[src/rtl/multiplier_lut_pkg.sv]
// ---------------------------------------------------------------------------
// multiplier_lut_pkg
// Shared constants and elaboration-time helpers for the LUT multiplier.
//   WIDTH_MAX  : largest supported operand width (LUT of 2^(2*WIDTH_MAX) rows)
//   prod_w()   : product width for a given operand width
//   build_lut(): constant function producing the ROM image, row {a,b} = a*b
// ---------------------------------------------------------------------------
package multiplier_lut_pkg;

    localparam int WIDTH_MAX     = 4;
    localparam int PROD_W_MAX    = 2 * WIDTH_MAX;
    localparam int LUT_DEPTH_MAX = 1 << PROD_W_MAX;

    // The image is always sized for WIDTH_MAX; smaller widths use the low
    // rows and the low product bits only.
    typedef logic [LUT_DEPTH_MAX-1:0][PROD_W_MAX-1:0] lut_img_t;

    function automatic int prod_w(input int width);
        return 2 * width;
    endfunction

    // Row index is {a,b}: a lives in the upper 'width' bits of the index.
    function automatic lut_img_t build_lut(input int width);
        lut_img_t img;
        int       mask;
        img  = '0;
        mask = (1 << width) - 1;
        for (int idx = 0; idx < (1 << (2 * width)); idx++) begin
            img[idx] = PROD_W_MAX'(((idx >> width) & mask) * (idx & mask));
        end
        return img;
    endfunction

endpackage

[src/rtl/multiplier_lut_rom.sv]
// ---------------------------------------------------------------------------
// multiplier_lut_rom
// Combinational product ROM. The table is a constant built at elaboration;
// there is no write port.
//   a, b : unsigned operands (WIDTH bits each)
//   z    : a*b (2*WIDTH bits), exact, no truncation
// ---------------------------------------------------------------------------
module multiplier_lut_rom
    import multiplier_lut_pkg::*;
#(
    parameter int WIDTH = 2
) (
    input  logic [WIDTH-1:0]   a,
    input  logic [WIDTH-1:0]   b,
    output logic [2*WIDTH-1:0] z
);

    localparam int       PW  = prod_w(WIDTH);
    localparam lut_img_t LUT = build_lut(WIDTH);

    // Zero-extend the {a,b} index to the full table address width.
    logic [PROD_W_MAX-1:0] idx;

    assign idx = PROD_W_MAX'({a, b});
    assign z   = LUT[idx][PW-1:0];

endmodule

[src/rtl/multiplier_lut.sv]
// ---------------------------------------------------------------------------
// multiplier_lut
// Unsigned WIDTH x WIDTH multiplier implemented as a constant lookup table,
// with a combinational product, a registered valid-qualified copy, and an
// optional sticky self-check against arithmetic a*b.
//
// Optional feature macro: MULTIPLIER_LUT_CHECK_EN (adds lut_err + checker).
//
// Ports:
//   clk       : rising-edge clock
//   rst_n     : synchronous active-low reset
//   a, b      : unsigned operands (WIDTH bits)
//   in_valid  : qualifies a/b for the registered path
//   z         : combinational product a*b
//   z_q       : registered product, updated when in_valid=1
//   out_valid : z_q holds a product captured on the previous edge
//   lut_err   : sticky ROM-vs-arithmetic mismatch (check build only)
// ---------------------------------------------------------------------------
module multiplier_lut
    import multiplier_lut_pkg::*;
#(
    parameter int WIDTH = 2
) (
    input  logic               clk,
    input  logic               rst_n,
    input  logic [WIDTH-1:0]   a,
    input  logic [WIDTH-1:0]   b,
    input  logic               in_valid,
    output logic [2*WIDTH-1:0] z,
    output logic [2*WIDTH-1:0] z_q,
    output logic               out_valid
`ifdef MULTIPLIER_LUT_CHECK_EN
    ,
    output logic               lut_err
`endif
);

    localparam int PW = prod_w(WIDTH);

    generate
        if (WIDTH < 1 || WIDTH > WIDTH_MAX) begin : g_bad_width
            $error("multiplier_lut: WIDTH must be in 1..%0d", WIDTH_MAX);
        end
    endgenerate

    logic [PW-1:0] rom_z;

    multiplier_lut_rom #(
        .WIDTH (WIDTH)
    ) u_rom (
        .a (a),
        .b (b),
        .z (rom_z)
    );

    assign z = rom_z;

    // Registered path
    logic [PW-1:0] z_q_d, z_q_q;
    logic          valid_d, valid_q;

    always_comb begin
        z_q_d   = z_q_q;
        valid_d = in_valid;
        if (in_valid) begin
            z_q_d = rom_z;
        end
    end

    always_ff @(posedge clk) begin
        if (!rst_n) begin
            z_q_q   <= '0;
            valid_q <= 1'b0;
        end else begin
            z_q_q   <= z_q_d;
            valid_q <= valid_d;
        end
    end

    assign z_q       = z_q_q;
    assign out_valid = valid_q;

`ifdef MULTIPLIER_LUT_CHECK_EN
    // Independent arithmetic reference; any disagreement with the ROM on a
    // valid edge latches the error until reset.
    logic [PW-1:0] ref_prod;
    logic          lut_err_d, lut_err_q;

    always_comb begin
        ref_prod  = PW'(a) * PW'(b);
        lut_err_d = lut_err_q;
        if (in_valid && (rom_z != ref_prod)) begin
            lut_err_d = 1'b1;
        end
    end

    always_ff @(posedge clk) begin
        if (!rst_n) begin
            lut_err_q <= 1'b0;
        end else begin
            lut_err_q <= lut_err_d;
        end
    end

    assign lut_err = lut_err_q;
`endif

endmodule

[config.mk]
export PLATFORM = sky130hd
export DESIGN_NAME = multiplier_lut
export DESIGN_NICKNAME = d
export VERILOG_FILES = /design/src/rtl/multiplier_lut_pkg.sv /design/src/rtl/multiplier_lut_rom.sv /design/src/rtl/multiplier_lut.sv
export SDC_FILE = /design/constraint.sdc
export NUM_CORES = 1
export LEC_CHECK = 0
export ABC_CLOCK_PERIOD_IN_PS = 1000
export BUFFER_PORTS_ARGS = -buffer_cell sky130_fd_sc_hd__buf_4
export CAP_MARGIN = 20
export CORE_AREA = 5 5 42 44
export CTS_CLUSTER_SIZE = 16
export DETAILED_ROUTE_END_ITERATION = 7
export DIE_AREA = 0 0 47 49
export PLACE_DENSITY_LB_ADDON = 0.1
export SETUP_SLACK_MARGIN = 0.1
export SKIP_CTS_REPAIR_TIMING = 1
export SKIP_LAST_GASP = 1
export SYNTH_ARGS = -nofsm -noshare
export SYNTH_HDL_FRONTEND = slang
export SYNTH_SLANG_ARGS = --single-unit
[constraint.sdc]
create_clock -name clk -period 1 [get_ports clk]
set_input_delay 0.1 -clock clk [delete_from_list [all_inputs] [get_ports clk]]
set_output_delay 0.1 -clock clk [all_outputs]
set_load 0.03 [all_outputs]
==> results.md <==
- Seq/Total Area, Yosys: 0.398
- Starting Density: 0.179
- Die Y: 49 um
- Peak VDD IR: between 300 and 400 uV
- FF-to-FF setup slack: around 220 ps
- Switching Fraction: 0.277
- Max-cap viol count: 0
- Share of layout cells above drive strength 1: 0.609
- Clock Power Share: 0.384
- FF+latch count, synth: 5
- Result of the run: complete, no violations
- Psw: approximately 170 uW
- Fillers: ~160
- First-pass iteration count of the detailed router: 1
- Minimum clock period: approximately 930 ps
- Synth Cell Area: 251 sq um
- Total wire length: between 600 and 700 um
- Yosys warnings: 0
- RSZ-0062 raised after global routing: yes
- Clk Tree Root Cell: clkbuf_4
- Row count: 14
- Mapped Cells: 25
- Final HPWL DP: 551 um
- Crit Path Category: input pin to output port
- Skew final: 0 ps
- Slew at the pin with the worst max-slew slack: about 210 ps
- Final Setup Violations: 0
- GRT Total Usage: 0.0690
- FMAX: about 1100 MHz
- CTS max path bufs: 2
- Logic pwr share: 0.265
- Max FO, Critical Path: 3
- Util after Layout: 0.336
- Drt drc: 0
- Clk sinks: 5
- Antenna viol nets, final: 0
- Top Ports: 16
- Global-route wire length before repair: around 1100 um
- Crit end category: output port
- Count leader, synth: dfxtp_1
- Synth Net Count: 34
- Clock Latency Late Sink: roughly 240 ps
- Setup WS post-layout: 65.0 ps
- Setup crit start kind: input pin
- Final period utilization: 0.935
- HP Start: in_valid
- Vias/cell: 4.23
- PwrDens: around 1300 nW/um^2
- Worst-path clk slew: ~40 ps
- Routability cong.: about 0.67
- Final nets: 56
- Largest net degree at the start of global routing: 7
- Sequential group share of total power: 0.351
- Crit path cell chain: buf_6 > buf_4 > ha_1 > and3_2 > buf_6
- Area Growth Syn to Fin: 87.1%
- Asr flop ratio synth: 0
- Critical path origin: b[1]
- Top_reg_cell synth: dfxtp_1
- Worst flop-to-flop path startpoint: z_q[2]
- Vias in the first global route: around 270
- Core area: 1400 sq um
- Slew margin rel.: 0.858
- Die Span X: about 47 um
- Setup TNS: 0 ps
- CP dominant cell by count: buf_6
- Area share of the largest cell type after synthesis: 0.398
- Slew Limit Fails: 0
- Slowest-stage cell, CP: and3_2
- Antenna violations before repair: 0
- Synth cell count leaders: dfxtp_1 (5), mux2i_1 (3), nor2b_1 (3)
- CP peak stage delay: about 220 ps
- Post-synth EDFFs: 0
- DR vias: 262
- Die area: approximately 2300 sq um
- Port-buffer cells: 15
- Synth Area per Inst: 10.1 sq um
- Pleak: roughly 0.00022 uW
- Synth cell types: 15
- Detailed router's first-iteration violation count: 0
- TritonCTS clock tree: done
- Congestion Overflow GR: 0
- WP data arrival: between 800 and 900 ps
- Cell taking the most area after synthesis: dfxtp_1
- CTS H-tree depth: 1
- Dpl ws: -56.1 ps
- Worst min path class: input pin to register
- WL per Instance: 10.5 um
- Req. time, crit path: about 900 ps
- # diodes: 0
- Pint: roughly 440 uW
- Final Hold Viols: 0
- TritonCTS Buffers: 3
- Top cells by area, synth: dfxtp_1 (40%), mux2i_1 (12%), ha_1 (10%)
-- final cells by class --
class / count / area, sq um / share of cell area
inverters: 1 / 6.26 / 0.0133
well taps: 16 / 20.0 / 0.0426
flip-flops and latches: 5 / 100 / 0.213
repair buffers: 17 / 146 / 0.311
clock buffers: 4 / 26.3 / 0.0559
multi-input cells: 19 / 171 / 0.364
-- layer usage --
| metal | global-route usage | up-vias | share of wire |
|---|---|---|---|
| met2 | 0.0928 | 12 | 0.54 |
| met5 | 0 | - | 0 |
| met4 | 0.0968 | 0 | 0.044 |
| met3 | 0.0148 | 3 | 0.072 |
| li1 | - | 130 | - |
| met1 | 0.0702 | 117 | 0.35 |
-- per-stage QoR --
step	area (sq um)	power (uW)	instances	hold slack, ps
3_3_place_gp	410	360	58	350
5_1_grt	470	652	62	106
3_5_place_dp	410	362	58	349
6_report	470	606	62	97.1
2_1_floorplan	263	291	25	200
4_1_cts	437	604	62	90.6
-- worst paths after layout --
kind | endpoint | depth (start not counted)
setup / recovery | z[3] | 5
hold / removal | z_q[1] | 2
hold reg to reg | z_q[3] | 2
setup reg to reg | z_q[2] | 2
-- power groups by stage --
stage	registers, uW	logic, uW	clock network, uW
CTS	213	146	245
detailed placement	216	146	0
floorplan	233	57.5	0
global route	213	173	267
finish	213	160	233
global placement	216	144	0
-- critical path: cells and delay by family --
kind,cells,cell delay [ps]
adder cells (fa/ha/maj),1,160
AND/OR/NAND/NOR,1,220
buffers and inverters,3,360
-- registers in the layout, indices dropped and copies added, names as in the netlist --
register and count:
z_q 4, out_valid 1
-- cells by family (layout without fill, tap and decap cells) --
family,count (synthesis),count (layout),share of synthesized area
adders and majority gates,2,2,0.0995
muxes,3,3,0.119
AOI/OAI and AO/OA,4,4,0.114
and+or+nand+nor,10,10,0.254
buffers and inverters,1,22,0.0149
DFF,5,5,0.398
-- cells in the final DEF, fill, tap and decap left out, types with 2 or more instances in the layout --
cell,count
buf_6,3
clkbuf_4,3
mux2i_1,2
nor2b_1,3
buf_4,13
dfxtp_1,5
(Power assumes the default switching activity.)
